<file path="config.mk">
export PLATFORM = sky130hd
export DESIGN_NAME = result_matrix_serializer_flat
export DESIGN_NICKNAME = d
export VERILOG_FILES = /design/src/rtl/result_matrix_serializer_if.sv /design/src/rtl/result_matrix_serializer.sv /design/src/flat_wrapper.sv
export SDC_FILE = /design/constraint.sdc
export NUM_CORES = 1
export LEC_CHECK = 0
export BUFFER_PORTS_ARGS = -buffer_cell sky130_fd_sc_hd__buf_2
export CAP_MARGIN = 10
export CORE_AREA = 3 3 103 105
export CTS_CLUSTER_SIZE = 30
export DETAILED_ROUTE_END_ITERATION = 7
export DIE_AREA = 0 0 106 108
export PLACE_DENSITY = 0.76
export SYNTH_ARGS = -nofsm -noshare
export SYNTH_HDL_FRONTEND = slang
export SYNTH_SLANG_ARGS = --single-unit
</file>
<file path="constraint.sdc">
create_clock -name clk -period 3.5 [get_ports clk]
set_clock_uncertainty 0.1 [all_clocks]
set_input_delay 0.35 -clock clk [delete_from_list [all_inputs] [get_ports clk]]
set_output_delay 0.35 -clock clk [all_outputs]
set_load 0.05 [all_outputs]
</file>
<file path="src/rtl/result_matrix_serializer_if.sv">
// ----------------------------------------------------------------------------
// result_matrix_serializer_if
// Purpose : Element stream leaving the result matrix serializer. Each beat
//           carries one element together with its row/column position and an
//           end-of-matrix flag, and moves on a valid/ready handshake.
// Signals :
//   out_valid  beat present (serializer -> consumer)
//   out_ready  consumer accepts the current beat (consumer -> serializer)
//   out_data   element value, ELEM_W bits
//   out_row    row index of the beat
//   out_col    column index of the beat
//   out_last   final beat of the matrix
// Modports: master = serializer side, slave = consumer side.
// ----------------------------------------------------------------------------
interface result_matrix_serializer_if #(
    parameter int ELEM_W = 8
);
    logic              out_valid;
    logic              out_ready;
    logic [ELEM_W-1:0] out_data;
    logic [1:0]        out_row;
    logic [1:0]        out_col;
    logic              out_last;

    modport master (
        output out_valid,
        output out_data,
        output out_row,
        output out_col,
        output out_last,
        input  out_ready
    );

    modport slave (
        input  out_valid,
        input  out_data,
        input  out_row,
        input  out_col,
        input  out_last,
        output out_ready
    );
endinterface

</file>
<file path="src/rtl/result_matrix_serializer.sv">
// ----------------------------------------------------------------------------
// result_matrix_serializer
// Purpose : Captures the concatenated DIMxDIM result matrix of the matrix
//           multiplier on a start pulse and streams its elements out in
//           row-major order, one element per accepted beat, then pulses done.
// Ports   :
//   clk        rising-edge clock
//   rst        asynchronous, active-low reset
//   start      one-cycle capture request, honoured only while idle
//   matrix_in  element (r,c) at bits [ELEM_W*(DIM*r+c) +: ELEM_W]
//   busy       high while streaming and during the done cycle
//   done       one-cycle pulse after the final beat is accepted
//   out_if     element stream (master modport of result_matrix_serializer_if)
// Option  : define SERIALIZER_CHECKSUM_EN to append a beat carrying the
//           modulo-2^ELEM_W sum of all captured elements, tagged row=col=3.
// ----------------------------------------------------------------------------
module result_matrix_serializer #(
    parameter int ELEM_W = 8,
    parameter int DIM    = 3
) (
    input  logic                       clk,
    input  logic                       rst,
    input  logic                       start,
    input  logic [ELEM_W*DIM*DIM-1:0]  matrix_in,
    output logic                       busy,
    output logic                       done,
    result_matrix_serializer_if.master out_if
);
    localparam int         NUM_ELEMS = DIM * DIM;
    localparam int         MAT_W     = ELEM_W * NUM_ELEMS;
    localparam logic [1:0] LAST_IDX  = 2'(DIM - 1);

    typedef enum logic [1:0] {
        IDLE = 2'd0,
        SEND = 2'd1,
        DONE = 2'd2
    } state_t;

    state_t            state_q, state_d;
    logic [MAT_W-1:0]  matrix_q, matrix_d;
    logic [1:0]        row_q, row_d;
    logic [1:0]        col_q, col_d;
    logic [ELEM_W-1:0] data_q, data_d;
    logic              valid_q, valid_d;
    logic              last_q, last_d;
    logic              busy_q, busy_d;
    logic              done_q, done_d;

    logic [1:0]        next_row;
    logic [1:0]        next_col;
    logic              next_last;
    logic [ELEM_W-1:0] next_data;

    // Selects element (r,c) of a packed matrix. Out-of-range positions read
    // as zero rather than indexing past the vector.
    function automatic logic [ELEM_W-1:0] elem_at(
        input logic [MAT_W-1:0] m,
        input logic [1:0]       r,
        input logic [1:0]       c
    );
        logic [ELEM_W-1:0] v;
        v = '0;
        for (int i = 0; i < NUM_ELEMS; i++) begin
            if (i == int'(r) * DIM + int'(c)) begin
                v = m[ELEM_W*i +: ELEM_W];
            end
        end
        return v;
    endfunction

`ifdef SERIALIZER_CHECKSUM_EN
    localparam logic [1:0] CSUM_IDX = 2'd3;
    logic [ELEM_W-1:0] checksum;

    // Wrapping sum over the captured copy, so it is stable for the whole
    // stream regardless of what happens on matrix_in.
    always_comb begin
        checksum = '0;
        for (int i = 0; i < NUM_ELEMS; i++) begin
            checksum = checksum + matrix_q[ELEM_W*i +: ELEM_W];
        end
    end
`endif

    // Position and contents of the beat that follows the one currently
    // presented. Outputs are registered, so the next beat is prepared here
    // and loaded on the accepting edge.
    always_comb begin
        next_row = row_q;
        next_col = col_q;
        if (col_q == LAST_IDX) begin
            next_col = 2'd0;
            next_row = row_q + 2'd1;
        end else begin
            next_col = col_q + 2'd1;
        end
`ifdef SERIALIZER_CHECKSUM_EN
        if ((row_q == LAST_IDX) && (col_q == LAST_IDX)) begin
            next_row = CSUM_IDX;
            next_col = CSUM_IDX;
        end
        next_last = (next_row == CSUM_IDX);
        next_data = (next_row == CSUM_IDX) ? checksum
                                           : elem_at(matrix_q, next_row, next_col);
`else
        next_last = (next_row == LAST_IDX) && (next_col == LAST_IDX);
        next_data = elem_at(matrix_q, next_row, next_col);
`endif
    end

    // Next-state logic. The beat registers only change on capture or on an
    // accepted beat, which keeps them stable through any length of stall.
    always_comb begin
        state_d  = state_q;
        matrix_d = matrix_q;
        row_d    = row_q;
        col_d    = col_q;
        data_d   = data_q;
        valid_d  = valid_q;
        last_d   = last_q;
        busy_d   = busy_q;
        done_d   = 1'b0;

        case (state_q)
            IDLE: begin
                valid_d = 1'b0;
                busy_d  = 1'b0;
                if (start) begin
                    state_d  = SEND;
                    matrix_d = matrix_in;
                    row_d    = 2'd0;
                    col_d    = 2'd0;
                    data_d   = matrix_in[ELEM_W-1:0];
                    last_d   = 1'b0;
                    valid_d  = 1'b1;
                    busy_d   = 1'b1;
                end
            end

            SEND: begin
                if (valid_q && out_if.out_ready) begin
                    if (last_q) begin
                        state_d = DONE;
                        valid_d = 1'b0;
                        last_d  = 1'b0;
                        data_d  = '0;
                        row_d   = 2'd0;
                        col_d   = 2'd0;
                        done_d  = 1'b1;
                    end else begin
                        row_d  = next_row;
                        col_d  = next_col;
                        data_d = next_data;
                        last_d = next_last;
                    end
                end
            end

            DONE: begin
                state_d = IDLE;
                busy_d  = 1'b0;
            end

            default: begin
                state_d = IDLE;
                valid_d = 1'b0;
                busy_d  = 1'b0;
            end
        endcase
    end

    // Single state register for the FSM and every registered output.
    always_ff @(posedge clk or negedge rst) begin
        if (!rst) begin
            state_q  <= IDLE;
            matrix_q <= '0;
            row_q    <= 2'd0;
            col_q    <= 2'd0;
            data_q   <= '0;
            valid_q  <= 1'b0;
            last_q   <= 1'b0;
            busy_q   <= 1'b0;
            done_q   <= 1'b0;
        end else begin
            state_q  <= state_d;
            matrix_q <= matrix_d;
            row_q    <= row_d;
            col_q    <= col_d;
            data_q   <= data_d;
            valid_q  <= valid_d;
            last_q   <= last_d;
            busy_q   <= busy_d;
            done_q   <= done_d;
        end
    end

    assign out_if.out_valid = valid_q;
    assign out_if.out_data  = data_q;
    assign out_if.out_row   = row_q;
    assign out_if.out_col   = col_q;
    assign out_if.out_last  = last_q;
    assign busy             = busy_q;
    assign done             = done_q;
endmodule

</file>
<file path="src/flat_wrapper.sv">
// flat-port wrapper written by rule: the top's interface ports become plain ports
module result_matrix_serializer_flat 
#(
    parameter int ELEM_W = 8,
    parameter int DIM    = 3
)
  (clk, rst, start, matrix_in, busy, done, out_if_out_valid, out_if_out_data, out_if_out_row, out_if_out_col, out_if_out_last, out_if_out_ready);
  result_matrix_serializer_if #(.ELEM_W(ELEM_W)) out_if_i ();
  input  logic clk;
  input  logic rst;
  input  logic start;
  input  logic [ELEM_W*DIM*DIM-1:0] matrix_in;
  output logic busy;
  output logic done;
  output wire logic [$bits(out_if_i.out_valid)-1:0] out_if_out_valid;
  output wire logic [$bits(out_if_i.out_data)-1:0] out_if_out_data;
  output wire logic [$bits(out_if_i.out_row)-1:0] out_if_out_row;
  output wire logic [$bits(out_if_i.out_col)-1:0] out_if_out_col;
  output wire logic [$bits(out_if_i.out_last)-1:0] out_if_out_last;
  input wire logic [$bits(out_if_i.out_ready)-1:0] out_if_out_ready;
  assign out_if_out_valid = out_if_i.out_valid;
  assign out_if_out_data = out_if_i.out_data;
  assign out_if_out_row = out_if_i.out_row;
  assign out_if_out_col = out_if_i.out_col;
  assign out_if_out_last = out_if_i.out_last;
  assign out_if_i.out_ready = out_if_out_ready;
  result_matrix_serializer #(.ELEM_W(ELEM_W), .DIM(DIM)) u_core (.clk(clk), .rst(rst), .start(start), .matrix_in(matrix_in), .busy(busy), .done(done), .out_if(out_if_i));
endmodule
</file>
==> results_dict.tcl <==
set metrics [dict create \
    core_region_area_sq_um 9730 \
    die_w_um 106 \
    h-tree-depth 3 \
    drtIter0Drc 265 \
    wl_per_cell_um 17.9 \
    finalMaxSlewViolations 0 \
    io_buffers 91 \
    worstSetupPathType "reg2reg" \
    cts.sinks 90 \
    ys_seq_area_share_pct 46.7 \
    cap_violations 0 \
    critPathSlowestCell "fa_1" \
    synth_area_leader_cell "dfrtp_1" \
    fin_crit_sh_pct 97.1 \
    syn-cell-area_sq_um 4820 \
    synth_top_cells_by_area "dfrtp_1 (47%), mux2_2 (17%), mux4_2 (3.7%), a22o_1 (3.3%), buf_12 (2.9%)" \
    insertion_delay_ps 370 \
    globalplace.congestion 0.867 \
    grt-ovfl-total 0 \
    min_period_ps 3400 \
    vias 3422 \
    cpPeakStageDelay_ps 560 \
    hp-class "in2reg" \
    setup_ws_ps 102 \
    root_buffer "clkbuf_8" \
    die_area_sq_um 11400 \
    initial_core_util_pct 49.6 \
    row_count 36 \
    synth_top_area_share_pct 46.7 \
    area_delta_synth_final_pct 14.1 \
    diodes 0 \
    grt_pass1_wl_um 17400 \
    setup_violations 0 \
    synthCells 381 \
    synth.most_common_cell "dfrtp_1" \
    fillerInstances 862 \
    slew-limit-headroom_pct 34.8 \
    cp.required_ps 3650 \
    antenna_found_initial 0 \
    die_h_um 108 \
    cts_inserted_buffers 9 \
    hold_viol_final 0 \
    synth-warning-count 0 \
    endpoint_kind "flip-flop" \
    path_cells "nor2b_1 -> nand2_1 -> xnor2_2 -> ha_1 -> fa_1 -> buf_8 -> mux4_2 -> a22o_1 -> o22ai_1 -> a21oi_1" \
    drc_errors 0 \
    grt_pass1_vias 3393 \
    fin_nets 547 \
    rrSetupSlack_ps 100 \
    place_hpwl_um 8080 \
    place_ws_ps 60.6 \
    clkTransAtPathRegs_ps 90 \
    holdPathStages 2 \
    synth_edf_count 0 \
    antenna_left 0 \
    grt_max_degree 91 \
    io_pins 92 \
    async_flop_share_pct 100 \
    start_kind "flip-flop" \
    worstPathArrival_ps 3540 \
    drtPass1Iterations 4 \
    path_max_fanout 13 \
    clockBufferDepth 2 \
    wl_um 10800 \
    status "finished, final reports clean" \
    vias_per_cell 5.67 \
    drive_gt1_share_pct 45.2 \
    reg2reg_depth 10 \
    fmax_mhz 294 \
    cts_tree "done" \
    ys_ff_latch 90 \
    syn_avg_cell_area_sq_um 12.7 \
    ys_types 49 \
    grt.total_usage_pct 19.5 \
    max_slew.worst_pin.slew_ps 977 \
    synthFlopType "dfrtp_1" \
    syn-num-nets 462 \
    ys_top_cells_by_count "dfrtp_1 (90), mux2_2 (73), o21ai_0 (25)" \
]
-- logic make-up (layout without fill, tap and decap cells) --
group | after synthesis | in the layout | synth area share (%)
AOI/OAI and AO/OA | 96 | 96 | 15.1
DFF | 90 | 90 | 46.7
xor gates and xnor gates | 2 | 2 | 0.363
buffers and inverters | 30 | 120 | 6.12
muxes | 82 | 82 | 21.0
adders and majority gates | 5 | 5 | 1.45
and+or+nand+nor | 76 | 76 | 9.26
-- final cells by class --
| type | instances | area (sq um) | share of cell area [%] |
|---|---|---|---|
| Clock buffer | 9 | 124 | 2.25 |
| Clock inverter | 7 | 105 | 1.91 |
| Inverter | 4 | 15.0 | 0.273 |
| Multi-Input combinational cell | 261 | 2280 | 41.5 |
| Sequential cell | 90 | 2250 | 40.9 |
| Tap cell | 133 | 166 | 3.02 |
| Timing Repair Buffer | 100 | 556 | 10.1 |
-- what timing repair did --
| action | 4_1_cts | 5_1_grt |
|---|---|---|
| setup endpoints to repair | 0 | 8 |
| buffers inserted | 0 | 0 |
| gates resized for setup | 0 | 5 |
| endpoints found under the hold margin | 0 | 19 |
| hold buffers | 0 | 1 |
-- placed cells by master (no fill, tap or decap), types with 2 or more instances in the layout --
cell type	count
a21oi_1	11
a22o_1	18
a2bb2oi_2	2
buf_2	90
a2bb2oi_1	6
o211a_1	8
o21ai_2	2
mux4_2	8
nor3_1	9
inv_6	3
o22ai_1	9
nor2_4	2
o211ai_1	8
clkbuf_8	9
dfrtp_1	89
o31ai_1	2
nand2_1	16
inv_1	4
bufinv_16	2
nor2b_1	3
buf_4	7
or3_1	8
o21ai_0	25
mux2_2	73
and2_1	10
ha_1	4
nor2_1	14
-- state kept, by name, summed over array words and instances, names as in the netlist --
signal,cells
u_core.matrix_q,72
u_core.out_if.out_data,8
u_core.out_if.out_col,2
u_core.out_if.out_row,2
u_core.state_q,2
u_core.busy,1
u_core.done,1
u_core.out_if.out_last,1
u_core.out_if.out_valid,1
-- through the flow --
step                      hold slack (ps)  std cells  utilization, %  cell area (sq um)  setup TNS [ps]
final                                 106        604            56.6               5500               0
after CTS                            91.5        602            56.0               5450               0
after floorplan                     -45.6        381               -               4820               0
after global placement                386        586            53.6               5220               0
after detailed placement              388        586            53.6               5220               0
after global routing                 90.1        604            56.6               5500            -101
-- critical path: cells and delay by family, from the launching register on --
family	cells	cell delay (ps)
fa+ha+maj	2	870
compound gates	3	630
mux	1	540
flops	1	440
simple gates	2	310
xor+xnor	1	210
buf+inv	1	180
-- path summary, 6_finish.rpt --
| check | start | end |
|---|---|---|
| min reg2reg | u_core.matrix_q[52]$_DFFE_PN0P_ | u_core.matrix_q[52]$_DFFE_PN0P_ |
| max reg2reg | u_core.out_if.out_col[0]$_DFFE_PN0P_ | u_core.out_if.out_data[2]$_DFFE_PN0P_ |
| max in group asynchronous | rst | u_core.out_if.out_col[1]$_DFFE_PN0P_ |
| min in group asynchronous | rst | u_core.matrix_q[70]$_DFFE_PN0P_ |
| max | u_core.out_if.out_col[0]$_DFFE_PN0P_ | u_core.out_if.out_data[2]$_DFFE_PN0P_ |
| min | matrix_in[33] | u_core.matrix_q[33]$_DFFE_PN0P_ |
-- routing by layer --
layer / track usage [%] / vias up / wire, um
met4: 6.66 / 0 / 216
met5: 0 / - / 0
met2: 31.0 / 112 / 5190
met1: 26.7 / 1699 / 4730
met3: 4.54 / 18 / 690
li1: - / 1593 / -
Power is not shown: default switching activity piles up to over one toggle a cycle in this logic, so the estimate is an artifact.
